`config.mk`:
```
export PLATFORM = sky130hd
export DESIGN_NAME = pipeline_hazard_ctrl
export DESIGN_NICKNAME = d
export VERILOG_FILES = /design/src/rtl/pipeline_hazard_ctrl.sv
export SDC_FILE = /design/constraint.sdc
export NUM_CORES = 1
export LEC_CHECK = 0
export BUFFER_PORTS_ARGS = -buffer_cell sky130_fd_sc_hd__buf_2
export CAP_MARGIN = 20
export CORE_ASPECT_RATIO = 0.8
export CORE_MARGIN = 2
export CORE_UTILIZATION = 53
export CTS_BUF_LIST = sky130_fd_sc_hd__clkbuf_8
export CTS_CLUSTER_SIZE = 30
export DETAILED_ROUTE_END_ITERATION = 12
export PLACE_DENSITY_LB_ADDON = 0.25
export SETUP_SLACK_MARGIN = 0.05
export SYNTH_ARGS = -nofsm -noshare
export SYNTH_HDL_FRONTEND = slang
export SYNTH_SLANG_ARGS = --single-unit
```
`constraint.sdc`:
```
create_clock -name i_clk -period 2.3 [get_ports i_clk]
set_input_delay 0.115 -clock i_clk [delete_from_list [all_inputs] [get_ports i_clk]]
set_output_delay 0.115 -clock i_clk [all_outputs]
set_load 0.02 [all_outputs]
```
`src/rtl/pipeline_hazard_ctrl.sv`:
```
// pipeline_hazard_ctrl: scoreboard forwarding, load-use stall, branch flush and interrupt drain control
module pipeline_hazard_ctrl #(
  parameter int ADDR_W = 5,
  parameter int EX_STAGES = 2,
  parameter int BRANCH_PENALTY = 2,
  localparam int SELW = $clog2(EX_STAGES + 1)
) (
  input  logic              i_clk,
  input  logic              i_rst_n,
  input  logic              i_dec_valid,
  input  logic [ADDR_W-1:0] i_dec_a_addr,
  input  logic [ADDR_W-1:0] i_dec_b_addr,
  input  logic              i_dec_a_read,
  input  logic              i_dec_b_read,
  input  logic              i_dec_wr_en,
  input  logic [ADDR_W-1:0] i_dec_wr_addr,
  input  logic              i_dec_is_load,
  input  logic              i_br_resolve,
  input  logic              i_br_taken,
  input  logic              i_interrupt,
  input  logic              i_int_en,
  output logic              o_fetch_stall,
  output logic              o_dec_nop,
  output logic [SELW-1:0]   o_fwd_a_sel,
  output logic [SELW-1:0]   o_fwd_b_sel,
  output logic              o_pc_load,
  output logic              o_pc_mux_override,
  output logic              o_int_ack,
  output logic              o_sb_empty
);
  typedef enum logic [1:0] {IDLE, DRAIN, VECTOR} state_t;
  state_t            r_st, w_st_nxt;
  logic [EX_STAGES:1] r_v, r_l;
  logic [ADDR_W-1:0] r_a [1:EX_STAGES];
  logic [2:0]        r_fc;
  logic [SELW:0]     w_la, w_lb;
  logic              w_use_a, w_use_b, w_haz, w_vec, w_drain, w_flush, w_br, w_taken;
  // {hazard, select} of the youngest valid entry writing addr; loop runs old-to-young so the youngest wins
  function automatic logic [SELW:0] lookup(input logic [ADDR_W-1:0] addr);
    logic [SELW:0] res;
    res = '0;
    for (int k = EX_STAGES; k >= 1; k--)
      if (r_v[k] && r_a[k] == addr)
        res = (!r_l[k] || k == EX_STAGES) ? {1'b0, SELW'(k)} : {1'b1, {SELW{1'b0}}};
    return res;
  endfunction
  always_comb begin
    w_la = lookup(i_dec_a_addr);
    w_lb = lookup(i_dec_b_addr);
    w_use_a = i_dec_valid & i_dec_a_read;
    w_use_b = i_dec_valid & i_dec_b_read;
    o_fwd_a_sel = w_use_a ? w_la[SELW-1:0] : '0;
    o_fwd_b_sel = w_use_b ? w_lb[SELW-1:0] : '0;
    w_haz = (w_use_a & w_la[SELW]) | (w_use_b & w_lb[SELW]);
    w_vec = r_st == VECTOR;
    w_drain = r_st == DRAIN;
    w_flush = |r_fc;
    w_br = i_br_resolve & i_br_taken;
    w_taken = w_br & ~w_vec;
    o_pc_load = i_rst_n & (w_vec | w_br);
    o_pc_mux_override = w_vec;
    o_int_ack = w_vec;
    o_dec_nop = ~i_rst_n | w_vec | w_drain | w_flush | (w_haz & ~w_taken);
    o_fetch_stall = i_rst_n & ~w_vec & ~w_taken & ~w_flush & (w_drain | w_haz);
    o_sb_empty = ~|r_v;
    w_st_nxt = r_st == IDLE ? ((i_interrupt & i_int_en & ~w_flush) ? DRAIN : IDLE) :
               w_drain ? (o_sb_empty ? VECTOR : DRAIN) : IDLE;
  end
  always_ff @(posedge i_clk or negedge i_rst_n) begin
    if (!i_rst_n) begin
      r_st <= IDLE;
      r_fc <= '0;
      r_v <= '0;
      r_l <= '0;
      for (int k = 1; k <= EX_STAGES; k++) r_a[k] <= '0;
    end else begin
      r_st <= w_st_nxt;
      r_fc <= w_taken ? 3'(BRANCH_PENALTY) : w_flush ? r_fc - 3'd1 : r_fc;
      for (int k = EX_STAGES; k > 1; k--) begin
        r_v[k] <= r_v[k-1];
        r_l[k] <= r_l[k-1];
        r_a[k] <= r_a[k-1];
      end
      r_v[1] <= i_dec_valid & i_dec_wr_en & ~o_dec_nop;
      r_l[1] <= i_dec_is_load;
      r_a[1] <= i_dec_wr_addr;
    end
  end
endmodule

```
; After elaboration in Yosys (flattened, before gate mapping)
; Index checks and enable logic that the tools add are counted.
; W data, S select, Z words.
[word_totals]
register_bits = 18
in_bits = 26
elab_cells = 63
[classes]
n_reduce_logical = 9
add_sub_neg = 1
n_mux = 13
n_bitwise = 28
n_eq_ne = 6
[ops]
columns = cell, count
row1 = $eq A5 B5 Y1, 4
row2 = $and A1 B1 Y1, 16
row3 = $mux W3, 5
row4 = $mux W2, 7
row5 = $or A1 B1 Y1, 7
row6 = $not A1 Y1, 5
row7 = $logic_and A1 B1 Y1, 4
row8 = $reduce_or A3 Y1, 1
row9 = $sub A3 B1 Y3 const B, 1
row10 = $eq A2 B1 Y1 const B, 1
row11 = $eq A2 B2 Y1 const B, 1
row12 = $logic_not A2 Y1, 1
row13 = $reduce_bool A2 Y1, 1
row14 = $reduce_or A2 Y1, 1
row15 = $logic_not A1 Y1, 1
row16 = $mux W1, 1

; Logic depth before layout (Yosys ltp)
; Gate-level depths: netlist of run 1.
[logic_depth]
depth_word = 10
depth_mapped = 6
mapped_depth_nobuf = 6

; Worst setup path before layout of run 1
; OpenSTA, ideal clock, no wires.
[synth_path]
path_kind = reg2out
startpoint = reg r_a[8] in the netlist's numbering
endpoint = out o_fwd_b_sel[0]
stages_incl_launch_ff = 5
arrival_ps = 1405
n_path_buf = 0
slack_ps = 780
cell_sequence = dfrtp_1 -> xor2_1 -> nor4_2 -> nand3_1 -> nor3_1
[synth_via]
elab_chain_cells = 4
[synth_rtl]
columns = item, line_no
row1 = start: declaration, 34  ; logic [ADDR_W-1:0] r_a [1:EX_STAGES];
row2 = start signal: indexed assignment, 82  ; r_a[k] <= r_a[k-1];
row3 = $eq A5 B5 Y1, 43  ; if (r_v[k] && r_a[k] == addr)
row4 = $logic_and A1 B1 Y1, 43
row5 = $mux W3, 43
row6 = $mux W2, 53  ; o_fwd_b_sel = w_use_b ? w_lb[SELW-1:0] : '0;
row7 = end: declaration, 25  ; output logic [SELW-1:0] o_fwd_b_sel,
; Every way passes these cells.

; Final worst setup path of run 1
[layout_path]
startpoint = reg r_a[9] in the netlist's numbering
endpoint = out o_fetch_stall
[layout_via]
elab_chain_cells = 7
word_cells_on_any_way = 11
[layout_rtl]
columns = item, line_no
row1 = $eq A5 B5 Y1, 43
row2 = $logic_and A1 B1 Y1, 43
row3 = $mux W3, 43
row4 = $and A1 B1 Y1, 54  ; w_haz = (w_use_a & w_la[SELW]) | (w_use_b & w_lb[SELW]);
row5 = $or A1 B1 Y1 *, 54
row6 = $or A1 B1 Y1 *, 64  ; o_fetch_stall = i_rst_n & ~w_vec & ~w_taken & ~w_flush & (w_drain | w_haz);
row7 = $and A1 B1 Y1 *, 64
row8 = end: declaration, 22  ; output logic o_fetch_stall,
; Mark *: on every way between the ends. The rest lies on a longest branch, timed or not.

==> metrics.md, run 1 <==
| Metric | Value |
|---|---|
| Fin crit period | approximately 1.9 ns |
| Mux cell area share after synthesis | 0.0226 |
| Die W | between 50 and 60 um |
| Die Y | 41.7 um |
| Met1 Track Usage GR | 0.321 |
| Clk root buf | clkbuf_8 |
| Initial core utilization | 0.573 |
| GRT Residual Overflow | 0 |
| H-tree depth | 1 |
| Synth Area in Simple Gates | 0.193 |
| Area leader, netlist | dfrtp_1 |
| Slew Limit Fails | 0 |
| Maxcap violations | 0 |
| Worst hold path type | input pin to flip-flop |
| Max Freq | 537 MHz |
| EDFF count, synth | 0 |
| Largest net degree at the start of global routing | 22 |
| Initial antenna violation count | 0 |
| Clock latency on the worst-skew pair | 0.25 ns |
| Setup total negative slack | 0 ns |
| Endpoints failing hold | 0 |
| Met2 global-route usage | 0.366 |
| Crit end category | output pin |
| DR WL/cell | 13.7 um |
| Post-layout power | a little over 0.9 mW |
| Vias in the first global route | ~800 |
| Post-synthesis xor/xnor area fraction | 0.195 |
| Tcrit/Tclk final | 0.809 |
| Clock Path Buffers | 2 |
| Relative slew margins | 0.715 |
| Fraction of layout instances using a drive strength above 1 | 0.341 |
| Crit-path max FO | 3 |
| Final setup viols | 0 |
| Prevailing post-synth register cell | dfrtp_1 |
| Compound-Gate Fraction of Synth Area | 0.0598 |
| PwrDens | around 730 nW/um^2 |
| FFs w/ async S/R, synth | 1.00 |
| Status | finished, final reports clean |
| Top Usage Layer GRT | met2 |
| Post-synthesis sequential area ratio | 0.479 |
| Cell variety after synth | 29 |
| Worst setup SP type | flip-flop |
| FP Rows | 13 |
| TritonRoute pass-1 iters | 4 |
| Clock skew | 0.00355 ns |
| Diode count | 0 |
| Synth warnings | 0 |
| GRT Overall Usage | 0.235 |
| CTS clk-pin slew, worst paths | 0.07 ns |
| CORE AREA | 1640 sq um |
| Peak VDD IR | 0.646 mV |
| Cell count after synthesis | 87 |
| First-pass GRT wire length | 3.65 mm |
| Routed vias/inst | about 5 |
| Req. time, crit path | 2.18 ns |
| Worst slew pin tran | 0.428 ns |
| Residual DRC | 0 |
| Top cells by count, synth | dfrtp_1 (18), xor2_1 (13), xnor2_1 (8) |
| Syn nets | 115 |
| DP HPWL | 1.72 mm |
| Count leader, synth | dfrtp_1 |
| Synthesis-stage register bit count | 18 |
| WP data arrival | 1.75 ns |
| IO buf count | 35 |
| Met3 Use GR | 0.0576 |
| Routed Antenna Nets | 0 |
| Largest family of logic cells by synthesized area | XOR/XNOR gates |
| Post-Syn Area | between 900 and 1000 sq um |
| Layout area overhead | 34.0% |
| Post-Route WL | 2.11 mm |
| Top-area cell type share of the netlist area | 0.479 |
| Largest cells by area after synthesis | dfrtp_1 (48%), xor2_1 (12%), xnor2_1 (7.4%) |
| Avg Inst Size Synth | between 10 and 15 sq um |
| Setup CP Type | flip-flop to output pin |
| Synth Area in Adders | 0.0266 |
| TritonCTS clock tree | yes |
| Final GP Congestion | 0.879 |
| NumNets Final | 161 |
| Die area | 2130 sq um |
| Leak pwr | about 0.61 nW |
| Initial DRC Count | 18 |
| CTS Buf Count | 3 |
| I/O Pins | 36 |
| Finished Core Util | 0.768 |
| CTS sink cnt | 18 |
| Vias | between 700 and 800 |
| Setup repair after global routing missed its margin | false |
==> flip-flops by register name, indices dropped and copies added (netlist names) <==
| name | count |
|---|---|
| r_l | 1 |
| r_v | 2 |
| r_a | 10 |
| r_fc | 3 |
| r_st | 2 |
==> placed cells by master, fill, tap and decap left out, drive strengths merged, types with 3 or more instances in the layout <==
cell type    synthesis  layout
dfrtp               18      18
dlygate4sd3          0       7
nand2                3       3
nand3                4       4
nor2                 7       7
clkbuf               0       4
inv                  4       4
nor4                 3       3
buf                  1      35
nand4                3       3
xor2                13      13
xnor2                8       8
==> metrics by stage <==
stage | instance area (sq um) | hold WS [ns] | setup WS (ns) | cells
final | 1260 | 0.144 | 0.439 | 154
after global routing | 1260 | 0.162 | 0.278 | 154
after CTS | 1260 | 0.152 | 0.439 | 154
after detailed placement | 1140 | 0.0777 | 0.691 | 143
after global placement | 1140 | 0.0772 | 0.745 | 143
after floorplan | 941 | -0.181 | 0.780 | 87
==> what timing repair did <==
item	in CTS	in global routing
hold buffers	7	0
endpoints found under the hold margin	24	0
buffers inserted	0	0
resized for setup	0	0
==> where the power goes <==
group	leakage (nW)	switching, mW	internal [mW]
Clock	0.0288	0.103	0.152
Combinational	0.366	0.150	0.127
Sequential	0.220	0.0262	0.358
Total	0.614	0.279	0.638
==> cell families after synthesis <==
| group | count (synthesis) |
|---|---|
| AO/OA/AOI/OAI | 8 |
| XOR/XNOR | 21 |
| AND/OR/NAND/NOR | 31 |
| adder cells (fa/ha/maj) | 2 |
| buffers and inverters | 5 |
| flip-flops | 18 |
| multiplexers | 2 |
==> critical path, cell delays in order (launching register included) <==
cell       delay [ns]
dfrtp_1          0.41
xor2_1           0.18
nor4_2           0.31
nand3_1          0.16
o21ai_2          0.11
o2bb2ai_1        0.13
buf_2            0.19
==> layout make-up <==
type | instances | area, sq um
multi-input combinational | 64 | 468
timing repair buffer | 42 | 245
sequential | 18 | 450
inverter | 4 | 15.0
fill | 117 | 382
clock buffer | 4 | 55.1
tap | 22 | 27.5
==> path summary, 6_finish.rpt <==
kind | endpoint | slack, ns | cells past startpoint | from
min in group asynchronous | r_st[0] | 0.32 | 2 | i_rst_n
max in group asynchronous | r_fc[2] | 1.67 | 2 | i_rst_n
hold / removal | r_st[0] | 0.14 | 3 | i_int_en
setup reg to reg | r_v[1] | 0.72 | 6 | r_fc[0]
setup / recovery | o_fetch_stall | 0.44 | 6 | r_a[9]
hold reg to reg | r_a[3] | 0.43 | 0 | r_a[8]
==> metal layers <==
metal  vias to the layer above  routed length (um)
li1                        389                   -
met1                       374                 927
met2                        27                1030
met3                         2                 139
met4                         0                  17
met5                         -                   0
Note: power is estimated with default switching activity, not from simulation.
==> inputs of run 2 (changes only) <==
Settings changed: ABC_AREA set to 1, CORE_UTILIZATION 53 to 51.
Clock period 2.3 ns to 1.8 ns, I/O delays scaled along.
==> run 2 against run 1 <==
Effect of this change: worst setup slack lost 0.29 ns; critical path depth rose by 3; cell count increased by 30%; die area grew 12%; utilization decreased by 4.0 points; global-route usage shrank 3.3 points; clock skew is 0.00091 ns higher; register-to-register slack got worse by 0.20 ns; via count increased by 20%; critical endpoint unchanged.
==> metrics.md, run 2 <==
| Metric | Value |
|---|---|
| Status | finished, final reports clean (unchanged) |
| IO buf count | 35 (unchanged) |
| CTS clk-pin slew, worst paths | 0.07 ns (about the same) |
| FF-to-FF path depth | 10 (was 6) |
| Biggest regs | r_a (10), r_fc (3) (unchanged) |
| WHS Path Cells | 3 (unchanged) |
| Routed Antenna Nets | 0 (unchanged) |
| Syn nets | 157 (was 115) |
| Max reg flops | 10 (unchanged) |
| Clk root buf | clkbuf_8 (unchanged) |
| WP data arrival | 1.56 ns (was 1.75 ns) |
| Die area | 2390 sq um (was 2130 sq um) |
| CTS sink cnt | 18 (unchanged) |
| Tcrit/Tclk final | 0.916 |
| Fin crit period | 1.65 ns |
| Initial antenna violation count | 0 (unchanged) |
| DP HPWL | 1.80 mm (was 1.72 mm) |
| Worst hold path type | input pin to flip-flop (unchanged) |
| Top cells by count, synth | nand2_1 (30), inv_1 (22), dfrtp_1 (18) (was dfrtp_1 (18), xor2_1 (13), xnor2_1 (8)) |
| Clock skew | 0.00446 ns (was 0.00355 ns) |
| Clock latency on the worst-skew pair | 0.25 ns (about the same) |
| Routed vias/inst | 4.77 (was 5.14) |
| Crit end category | output pin (unchanged) |
| Post-Syn Area | 1020 sq um (was 941 sq um) |
| Layout area overhead | 34.4% (was 34.0%) |
| Worst setup SP type | flip-flop (unchanged) |
| Most common cell after layout, fill and taps aside | buf_2 (unchanged) |
| GRT Overall Usage | 0.202 (was 0.235) |
| Top-area cell type share of the netlist area | 0.440 (was 0.479) |
| Final GP Congestion | 0.843 (was 0.879) |
| Placed cell areas | 1230 sq um (was 1140 sq um) |
| Initial core utilization | 0.542 (was 0.573) |
| Final critical-path setup slack | 0.151 ns (was 0.439 ns) |
| Fraction of layout instances using a drive strength above 1 | 0.330 (was 0.341) |
| CTS Buf Count | 3 (unchanged) |
| Setup repair after global routing missed its margin | false (unchanged) |
| Vias in the first global route | 885 (was 802) |
| TritonCTS clock tree | yes (unchanged) |
| Synth warnings | 0 (unchanged) |
| PwrDens | 848 nW/um^2 (was 727 nW/um^2) |
| Req. time, crit path | 1.71 ns (was 2.18 ns) |
| FFs w/ async S/R, synth | 1.00 (unchanged) |
| Met2 wire length | 1.01 mm (was 1.03 mm) |
| Clock Path Buffers | 2 (unchanged) |
| Worst slew pin tran | 0.239 ns (was 0.428 ns) |
| Avg Inst Size Synth | 7.94 sq um (was 10.8 sq um) |
| Largest cells by area after synthesis | dfrtp_1 (44%), nand2_1 (11%), inv_1 (8.1%) (was dfrtp_1 (48%), xor2_1 (12%), xnor2_1 (7.4%)) |
| Count leader, synth | nand2_1 (was dfrtp_1) |
| H-tree depth | 1 (unchanged) |
| Initial DRC Count | 18 (unchanged) |
| Setup CP Type | flip-flop to output pin (unchanged) |
| Leak pwr | 0.753 nW (was 0.614 nW) |
| Slew Limit Fails | 0 (unchanged) |
| GRT Residual Overflow | 0 (unchanged) |
| Relative slew margins | 0.841 (was 0.715) |
| Peak VDD IR | 0.706 mV (was 0.646 mV) |
| Die W | 54.1 um (was 51.1 um) |
| Post-synthesis sequential area ratio | 0.440 (was 0.479) |
| Largest net degree at the start of global routing | 14 (was 22) |
| Final setup viols | 0 (unchanged) |
| Routed wl met3 | 129 um (was 139 um) |
| Crit-path max FO | 5 (was 3) |
| Synthesis-stage register bit count | 18 (unchanged) |
| FP Rows | 14 (was 13) |
| Place WS | 0.295 ns (was 0.691 ns) |
| Prevailing post-synth register cell | dfrtp_1 (unchanged) |
| Area leader, netlist | dfrtp_1 (unchanged) |
| DR WL/cell | 10.9 um (was 13.7 um) |
| CORE AREA | 1890 sq um (was 1640 sq um) |
| Die Y | 44.1 um (was 41.7 um) |
| Maxcap violations | 0 (unchanged) |
| Endpoints failing hold | 0 (unchanged) |
| Final hold slack | 0.0693 ns (was 0.144 ns) |
| Post-Route WL | 2.18 mm (was 2.11 mm) |
| Cell variety after synth | 24 (was 29) |
| Diode count | 0 (unchanged) |
| Vias | 953 (was 792) |
| Largest Register | r_a (unchanged) |
| Top sig layer | met4 (unchanged) |
| Most frequent cells in the layout | buf_2 (34), nand2_1 (30), inv_1 (22) (was buf_2 (35), dfrtp_1 (18), xor2_1 (13)) |
| First-pass GRT wire length | 3.39 mm (was 3.65 mm) |
| TritonRoute pass-1 iters | 4 (unchanged) |
| Cell count after synthesis | 129 (was 87) |
| NumNets Final | 205 (was 161) |
| Post-route cell area | 1380 sq um (was 1260 sq um) |
| EDFF count, synth | 0 (unchanged) |
| Max Freq | between 600 and 700 MHz |
| Residual DRC | 0 (unchanged) |
| DRT met1 WL | 1.01 mm (was 927 um) |
| Setup total negative slack | 0 ns (unchanged) |
| I/O Pins | 36 (unchanged) |
## run 2: layout make-up
class | instances | area [sq um]
fillers | 152 | 514
clock buffers | 4 | 55.1
well taps | 24 | 30.0
inverters | 26 | 97.6
flip-flops and latches | 18 | 450
multi-input cells | 84 | 482
repair buffers | 44 | 263
## run 2: final timing paths
check / startpoint / slack, ns / endpoint
hold / removal: i_dec_wr_en / 0.07 / r_v[1]
min in group asynchronous: i_rst_n / 0.20 / r_st[0]
setup reg to reg: r_a[9] / 0.52 / r_v[1]
hold reg to reg: r_a[6] / 0.37 / r_a[1]
setup / recovery: r_fc[0] / 0.15 / o_fetch_stall
max in group asynchronous: i_rst_n / 1.20 / r_fc[0]
## run 2: cell families after synthesis
family	after synthesis	synth area share
adders and majority gates	2	0.0244
DFF	18	0.440
buffers and inverters	27	0.103
and+or+nand+nor	61	0.286
xor gates and xnor gates	10	0.0855
AOI/OAI and AO/OA	11	0.0623
## run 2: metrics by stage
stage          instances   util  total power, mW
5_1_grt              200  0.728             1.26
2_1_floorplan        129      -            0.713
6_report             200  0.728             1.17
3_5_place_dp         188  0.650            0.816
3_3_place_gp         188  0.650            0.796
4_1_cts              199  0.718             1.16
## run 2: critical path, cell delays in order, from the launching register on
cell and delay, ns:
dfrtp_1 0.38, inv_1 0.08, ha_1 0.14, inv_1 0.06, nor2_2 0.16, inv_2 0.09
nor3_2 0.17, nand2_1 0.06, inv_1 0.05, buf_4 0.13
## run 2: what timing repair did
item | CTS | global route
setup buffers | 0 | 1
pin swaps | 0 | 2
hold buffers | 7 | 0
endpoints found under the hold margin | 24 | 0
endpoints found under the setup margin | 1 | 2
resized for setup | 1 | 3
## run 2: layer usage
layer  up-vias  GRT usage
li1        492          -
met1       432      0.260
met2        25      0.324
met3         4     0.0709
met4         0     0.0600
met5         -          0
## run 2: where the power goes
group          switching, mW  internal, mW  total (mW)
Combinational          0.201         0.149       0.350
Sequential            0.0389         0.460       0.499
Clock                  0.126         0.194       0.320
Total                  0.365         0.803        1.17
